<file path="src/rtl/uart_mike_pkg.sv">
// Shared types and defaults for the UART "mike" link controller.
// The state encoding is visible on state_o, so the values are pinned here.
package uart_mike_pkg;

    localparam int unsigned LEN_W_DEF        = 4;
    localparam int unsigned RX_TO_CYCLES_DEF = 1024;

    typedef enum logic [2:0] {
        StIdle       = 3'd0,
        StRxData     = 3'd1,
        StWaitFlgClr = 3'd2,
        StTxLoad     = 3'd3,
        StTxData     = 3'd4,
        StErr        = 3'd5
    } link_state_e;

    // States in which a transmit request is deferred rather than started.
    function automatic logic is_rx_side(link_state_e s);
        return (s == StRxData) || (s == StWaitFlgClr) || (s == StErr);
    endfunction

endpackage

</file>
<file path="src/rtl/uart_mike_tmo_cnt.sv">
// Saturating cycle counter for the receive-acknowledge timeout.
// CYCLES == 0 disables it: expired never asserts.
module uart_mike_tmo_cnt
    import uart_mike_pkg::*;
#(
    parameter int unsigned CYCLES = RX_TO_CYCLES_DEF
) (
    input  logic clk,
    input  logic n_rst,
    input  logic clr,
    input  logic en,
    output logic expired
);

    localparam int unsigned CNT_W = (CYCLES > 1) ? $clog2(CYCLES) : 1;
    localparam logic [CNT_W-1:0] LAST = CNT_W'(CYCLES - 1);

    logic [CNT_W-1:0] cnt_q, cnt_d;

    // Holds at LAST rather than wrapping if en stays high.
    always_comb begin
        cnt_d = cnt_q;
        if (clr) begin
            cnt_d = '0;
        end else if (en && (cnt_q != LAST)) begin
            cnt_d = cnt_q + 1'b1;
        end
    end

    always_ff @(posedge clk or negedge n_rst) begin
        if (!n_rst) begin
            cnt_q <= '0;
        end else begin
            cnt_q <= cnt_d;
        end
    end

    assign expired = (CYCLES != 0) && en && !clr && (cnt_q == LAST);

endmodule

</file>
<file path="src/rtl/uart_mike_link_ctrl.sv">
// Half-duplex link controller: sequences TX bursts byte by byte, tracks RX
// completion/acknowledge, and defers transmit requests arriving during RX.
module uart_mike_link_ctrl
    import uart_mike_pkg::*;
#(
    parameter int unsigned LEN_W        = LEN_W_DEF,
    parameter int unsigned RX_TO_CYCLES = RX_TO_CYCLES_DEF
) (
    input  logic             clk,
    input  logic             n_rst,
    input  logic             tx_send,
    input  logic [LEN_W-1:0] tx_len,
    input  logic             tx_byte_done,
    input  logic             tx_abort,
    input  logic             rx_start,
    input  logic             rx_done,
    input  logic             rx_err,
    input  logic             rx_flag_clr,
    input  logic             status_clr,
    output logic             tx_byte_req,
    output logic [LEN_W-1:0] tx_idx,
    output logic             tx_inprg,
    output logic             tx_data_cnt_delete,
    output logic             tx_pend,
    output logic             rx_err_flag,
    output logic             rx_overrun,
    output logic             rx_timeout,
    output logic [2:0]       state_o
);

    link_state_e      state_q, state_d;
    logic [LEN_W-1:0] rem_q, rem_d;
    logic [LEN_W-1:0] idx_q, idx_d;
    logic [LEN_W-1:0] pend_len_q, pend_len_d;
    logic             pend_q, pend_d;
    logic             overrun_q, overrun_d;
    logic             timeout_q, timeout_d;
    logic             overrun_set, timeout_set;
    logic             tmo_expired;
    logic             tx_req;

    // Zero-length requests are ignored everywhere; abort suppresses any new request.
    assign tx_req = tx_send && (tx_len != '0) && !tx_abort;

    uart_mike_tmo_cnt #(
        .CYCLES (RX_TO_CYCLES)
    ) u_tmo_cnt (
        .clk     (clk),
        .n_rst   (n_rst),
        .clr     (state_q != StWaitFlgClr),
        .en      (state_q == StWaitFlgClr),
        .expired (tmo_expired)
    );

    always_comb begin
        state_d            = state_q;
        rem_d              = rem_q;
        idx_d              = idx_q;
        pend_d             = pend_q;
        pend_len_d         = pend_len_q;
        overrun_set        = 1'b0;
        timeout_set        = 1'b0;
        tx_byte_req        = 1'b0;
        tx_data_cnt_delete = 1'b0;

        unique case (state_q)
            StIdle: begin
                if (rx_start) begin
                    state_d = StRxData;
                    if (tx_req && !pend_q) begin
                        pend_d     = 1'b1;
                        pend_len_d = tx_len;
                    end
                end else if (pend_q && !tx_abort) begin
                    state_d = StTxLoad;
                    rem_d   = pend_len_q;
                    idx_d   = '0;
                    pend_d  = 1'b0;
                    // A fresh request queues behind the one being started.
                    if (tx_req) begin
                        pend_d     = 1'b1;
                        pend_len_d = tx_len;
                    end
                end else if (tx_req) begin
                    state_d = StTxLoad;
                    rem_d   = tx_len;
                    idx_d   = '0;
                end
            end
            StRxData: begin
                if (rx_err) begin
                    state_d = StErr;
                end else if (rx_done) begin
                    state_d = StWaitFlgClr;
                end
            end
            StWaitFlgClr: begin
                if (rx_flag_clr) begin
                    state_d = StIdle;
                end else if (tmo_expired) begin
                    timeout_set = 1'b1;
                    state_d     = StIdle;
                end
                if (rx_start) begin
                    overrun_set = 1'b1;
                end
            end
            StTxLoad: begin
                tx_byte_req = 1'b1;
                if (tx_abort) begin
                    tx_data_cnt_delete = 1'b1;
                    state_d            = StIdle;
                end else begin
                    state_d = StTxData;
                end
            end
            StTxData: begin
                if (tx_abort) begin
                    tx_data_cnt_delete = 1'b1;
                    state_d            = StIdle;
                end else if (tx_byte_done) begin
                    if (rem_q == LEN_W'(1)) begin
                        tx_data_cnt_delete = 1'b1;
                        state_d            = StIdle;
                    end else begin
                        rem_d   = rem_q - 1'b1;
                        idx_d   = idx_q + 1'b1;
                        state_d = StTxLoad;
                    end
                end
            end
            StErr: begin
                if (rx_flag_clr) begin
                    state_d = StIdle;
                end
            end
            default: state_d = StIdle;
        endcase

        if (is_rx_side(state_q) && tx_req && !pend_q) begin
            pend_d     = 1'b1;
            pend_len_d = tx_len;
        end
        if (tx_abort) begin
            pend_d = 1'b0;
        end

        // A same-cycle set takes precedence over the software clear.
        overrun_d = overrun_set ? 1'b1 : (status_clr ? 1'b0 : overrun_q);
        timeout_d = timeout_set ? 1'b1 : (status_clr ? 1'b0 : timeout_q);
    end

    always_ff @(posedge clk or negedge n_rst) begin
        if (!n_rst) begin
            state_q    <= StIdle;
            rem_q      <= '0;
            idx_q      <= '0;
            pend_q     <= 1'b0;
            pend_len_q <= '0;
            overrun_q  <= 1'b0;
            timeout_q  <= 1'b0;
        end else begin
            state_q    <= state_d;
            rem_q      <= rem_d;
            idx_q      <= idx_d;
            pend_q     <= pend_d;
            pend_len_q <= pend_len_d;
            overrun_q  <= overrun_d;
            timeout_q  <= timeout_d;
        end
    end

    assign tx_inprg    = (state_q == StTxData) && (state_d == StTxData);
    assign tx_idx      = idx_q;
    assign tx_pend     = pend_q;
    assign rx_err_flag = (state_q == StErr);
    assign rx_overrun  = overrun_q;
    assign rx_timeout  = timeout_q;
    assign state_o     = state_q;

endmodule

</file>
<file path="config.mk">
export PLATFORM = sky130hd
export DESIGN_NAME = uart_mike_link_ctrl
export DESIGN_NICKNAME = d
export VERILOG_FILES = /design/src/rtl/uart_mike_pkg.sv /design/src/rtl/uart_mike_tmo_cnt.sv /design/src/rtl/uart_mike_link_ctrl.sv
export SDC_FILE = /design/constraint.sdc
export NUM_CORES = 1
export LEC_CHECK = 0
export CAP_MARGIN = 20
export CORE_MARGIN = 8
export CORE_UTILIZATION = 45
export CTS_CLUSTER_SIZE = 12
export DETAILED_ROUTE_END_ITERATION = 12
export HOLD_SLACK_MARGIN = 0.12
export PLACE_DENSITY = 0.78
export SYNTH_ARGS = -nofsm -noshare
export SYNTH_HDL_FRONTEND = slang
export SYNTH_SLANG_ARGS = --single-unit
</file>
<file path="constraint.sdc">
create_clock -name clk -period 2.02 [get_ports clk]
set_clock_uncertainty 0.15 [all_clocks]
set_input_delay 0.404 -clock clk [delete_from_list [all_inputs] [get_ports clk]]
set_output_delay 0.404 -clock clk [all_outputs]
set_load 0.03 [all_outputs]
</file>
Yosys cells after proc, flatten, opt, wreduce, memory -nomap -nowiden. Cells that the tools add are included.

Output and inout port bits: 14. Register bits: 28. Bits of input ports: 14. Logic and storage cells: 112.

Eq/ne operators: 17. Reductions and logical operators: 29. Add/sub/neg operators: 3. Multiplexer cells: 55.

Operators with widths (number): $mux 4 (17); $mux 3 (11); $mux 1 (20); $mux 10 (2); $pmux 3 s6 (1); $pmux 4 s2 (2); $add 10x1->10 const B (1); $eq 10x10->1 const B (1); $logic_and 1x1->1 (10); $ne 10x10->1 const B (1); $reduce_bool 2->1 (5); $eq 3x3->1 const B (3); $reduce_bool 3->1 (3); $ne 2x2->1 const B (4); $reduce_bool 4->1 (2); $eq 3x2->1 const B (2); $reduce_and 6->1 (1); $add 4x1->4 const B (1); $eq 4x1->1 const B (1); $ne 4x2->1 const B (1); $reduce_and 4->1 (1); $sub 4x1->4 const B (1); $eq 3x1->1 const B (1); $logic_not 1->1 (3); 8 further kinds (9).

Logic depth before layout (Yosys ltp).
Depth in word-level cells: 9. Depth in mapped cells: 7. Gate-level depth less buffers: 6.

Modules after synthesis. A second synthesis with hierarchy kept.

Cell total of the unflattened synthesis: 175. Area total of the unflattened synthesis: 1676.6 sq um.

Modules (own cells, without submodules): uart_mike_link_ctrl (instances 1, cells each 115, area each 1086.0 sq um, seq. area each 450.4 sq um); uart_mike_tmo_cnt (instances 1, cells each 60, area each 590.6 sq um, seq. area each 250.2 sq um).

Worst setup path before layout. Ideal clock, no wire load.

Path type: flip-flop to output port. Start: register state_q[0] (netlist: state_o[0]). End: output port tx_inprg. Setup slack: -0.614 ns. Buffers on the path: 1. Stages on the path, launching flop included: 4. Required time: 1.466 ns. Data arrival time: 2.080 ns. Cells stage by stage: dfrtp_1 -> or3b_1 -> buf_2 -> nor4b_1.

Cells in the longest elaborated chain, start to end: 9. Elaborated cells between the ends (all ways): 23. Classes of those cells: eq/ne: 7; mux: 11; reduce/logical: 5.

Ends and longest elaborated chain: start, declared (line uart_mike_link_ctrl.sv:31) `link_state_e state_q, state_d;`; start signal, assigned (line uart_mike_link_ctrl.sv:155) `state_q <= StIdle;`; start signal, assigned (line uart_mike_link_ctrl.sv:163) `state_q <= state_d;`; $ne 3x2->1 (line uart_mike_link_ctrl.sv:50) `.clr (state_q != StWaitFlgClr),`; $logic_not 1->1 (line uart_mike_tmo_cnt.sv:38) `assign expired = (CYCLES != 0) && en && !clr && (cnt_q == LAST);`; $logic_and 1x1->1 (2 in series) (line uart_mike_tmo_cnt.sv:38); $mux 3 (line uart_mike_link_ctrl.sv:100) `end else if (tmo_expired) begin`; $mux 3 (line uart_mike_link_ctrl.sv:98) `if (rx_flag_clr) begin`; $pmux 3 s6 (line uart_mike_link_ctrl.sv:66) `unique case (state_q)`; $eq 3x3->1 (line uart_mike_link_ctrl.sv:173) `assign tx_inprg = (state_q == StTxData) && (state_d == StTxData);`; $logic_and 1x1->1 * (line uart_mike_link_ctrl.sv:173); end, declared (line uart_mike_link_ctrl.sv:22) `output logic tx_inprg,`.

Every way passes the cells marked *; elsewhere a longest branch is shown, timed or not.

Final worst setup path. Ends and elaborated chain as after synthesis.

==> impl_metrics.ini <==
[critical_path]
worst_path_max_delay_cell = dfrtp_2
path_class = register to primary output
cp-end-kind = primary output
critPathTopFamily = simple AND/OR/NAND/NOR gates
worst-path-buf-inv = 2
arrival_ns = 1.66
cp.required_ns = 1.47
slowest_delay_ns = 0.45
crit_chain = or3b_4 -> buf_6 -> nor4b_4 -> buf_4
crit_path_start_kind = register
path_max_fanout = 4

[floorplan]
start_util = 0.4717
fp-row-count = 21
core_um2 = 3363
die-area_um2 = 5681
dieHeight_um = 75.38
fp.dieW_um = 75.38
io_pins = 28

[detailed_routing]
ant_nets = 0
vias = 1557
first_pass_iters = 7
drtIter0Drc = 155
drcViolationCount = 0
via_per_inst = 5.767
wl_per_cell_um = 15.96
totalWireLength_um = 4308

[run_status]
status = finished with violations
failed_checks = setup timing

[yosys]
synth_top_area_frac = 0.4416
synth_edf_count = 0
synth_area_um2 = 1587
netlist_instances = 165
yosys.area.top_type = dfrtp_1
synthTopCellsByCount = 28 x dfrtp_1, 15 x nor2_1, 12 x a21oi_1, 10 x inv_1
postSynthAreaPerCell_um2 = 9.615
yosysMostFrequentCell = dfrtp_1
synthesis.nets = 183
yosysWarnings = 0
ys_ff_latch = 28
synth_flop_cell = dfrtp_1
yosysUniqueCellTypes = 46
yosysSeqAreaShare = 0.4416
ys_async_sr_fraction = 1.000
synthTopCellsByArea = dfrtp_1 44%, a21oi_1 3.8%, nor2_1 3.5%, ha_1 3.2%, mux2_2 2.8%

[placement]
hpwlAfterDp_um = 3217
post-place-ws_ns = -0.3761
dp.cells = 260
place_congestion = 0.8508
port_buffers = 27

[sta]
setup_viol = 8
fmax_mhz = 451.1
hold_ws_ns = 0.2804
fin_ws_ns = -0.1966
min_period_ns = 2.217
period_share = 1.097
worst_pin_slew_ns = 0.4352
rsz0062_at_grt = true
final_hold_viol_count = 0
worst_slew_margin_rel = 0.7092
maxSlewViolCount = 0

[global_routing]
grt_antenna_before_repair = 0
grt_pass1_vias = 1630
grt_pass1_wl_um = 7176
grt_usage = 0.1585
grt_max_degree = 29
grt_overflow_total = 0

[clock_tree]
cts_max_level = 1
cts_tree = yes
root_buffer = clkbuf_4
clk_pin_slew_ns = 0.16
cts.sinks = 28
clock_latency_ns = 0.33
cts_hold_buf = 0
clk_path_buf_depth = 2
cts_made_buffers = 3

[job]
maxCapViolations = 0

[finish]
fillers = 270
layout.cells.non_filler = 270
nets = 243
area_growth_pct = 44.72
drive_gt1_frac = 0.3036
diodes = 0
multi_input_area_um2 = 905.9
seqCellArea_um2 = 704.4

[power]
p_leak_uw = 0.001058
ir_drop_v = 0.0004864
powerDensity_nw_per_um2 = 1030

[hold_path]
hold_path_class = input port to async pin
per-layer routing:
| metal | track usage | routed length (µm) | up-vias |
|---|---|---|---|
| met2 | 0.2924 | 2301 | 39 |
| met4 | 0.05970 | 38 | 0 |
| met3 | 0.02237 | 195 | 6 |
| met5 | 0 | 0 | - |
| met1 | 0.1789 | 1771 | 777 |
| li1 | - | - | 735 |
registers in the layout, summed over array words and instances, names as in the netlist:
name             cells
u_tmo_cnt.cnt_q     10
tx_idx               4
state_o              3
pend_len_q           4
rx_overrun           1
rem_q                4
rx_timeout           1
tx_pend              1
cell families (layout without fill, tap and decap cells):
family	count (synthesis)	count (layout)	synth area share
compound gates	41	41	0.1830
flops	28	28	0.4416
buf+inv	18	77	0.04417
simple gates	65	65	0.2413
mux	7	7	0.04732
xor+xnor	2	2	0.01104
fa+ha+maj	4	4	0.03155
placed cells by master, fill, tap and decap left out, drive strengths merged, types with 3 or more instances in the layout:
master / synthesis / layout
or4: 3 / 3
nor3: 5 / 5
o31ai: 3 / 3
nor3b: 4 / 4
and3: 3 / 3
ha: 4 / 4
nor2: 15 / 15
dfrtp: 28 / 28
dlygate4sd2: 0 / 6
inv: 10 / 10
mux2i: 3 / 3
mux2: 4 / 4
or4b: 3 / 3
buf: 2 / 40
clkdlybuf4s50: 0 / 15
a21oi: 12 / 12
nand2: 5 / 5
nor4: 3 / 3
o21ai: 4 / 4
nand2b: 6 / 6
a31oi: 3 / 3
clkbuf: 6 / 4
nand3: 6 / 6
report_power, final:
group	internal (µW)	switching, µW	leakage, µW
logic	639	620	0.000675
clock network	110	163	0.0000210
registers	703	128	0.000362
per-stage QoR:
stage / area, µm² / utilization / power (µW) / TNS, ns
final: 2296 / 0.6827 / 2364 / -0.8033
after floorplan: 1627 / - / 1461 / -1.721
after CTS: 2243 / 0.6670 / 2307 / -0.8630
after detailed placement: 2118 / 0.6298 / 1925 / -4.341
after global placement: 2118 / 0.6298 / 1871 / -4.310
after global routing: 2296 / 0.6827 / 2514 / -1.470
worst paths after layout:
kind                               to  startpoint  cells past startpoint  slack [ns]
min in group clk           rx_overrun  rx_overrun                      1        0.36
setup reg to reg            tx_idx[3]  state_o[0]                      4       -0.12
setup / recovery             tx_inprg  state_o[0]                      4       -0.20
hold / removal               rem_q[0]       n_rst                      2        0.28
max in group asynchronous  state_o[1]       n_rst                      2        1.14
hold reg to reg            rx_overrun  rx_overrun                      1        0.36
layout make-up:
| cell class | count | share of cell area |
|---|---|---|
| repair buffers | 63 | 0.2414 |
| inverters | 10 | 0.01635 |
| clock buffers | 4 | 0.01580 |
| multi-input cells | 119 | 0.3946 |
| flip-flops and latches | 28 | 0.3068 |
| well taps | 46 | 0.02507 |
what timing repair did:
action                                  4_1_cts  5_1_grt
setup buffers                                 4        2
pin swaps                                     3        1
resized for setup                            22        9
endpoints found under the setup margin       17       19
Note: power is estimated with default switching activity, not from simulation.
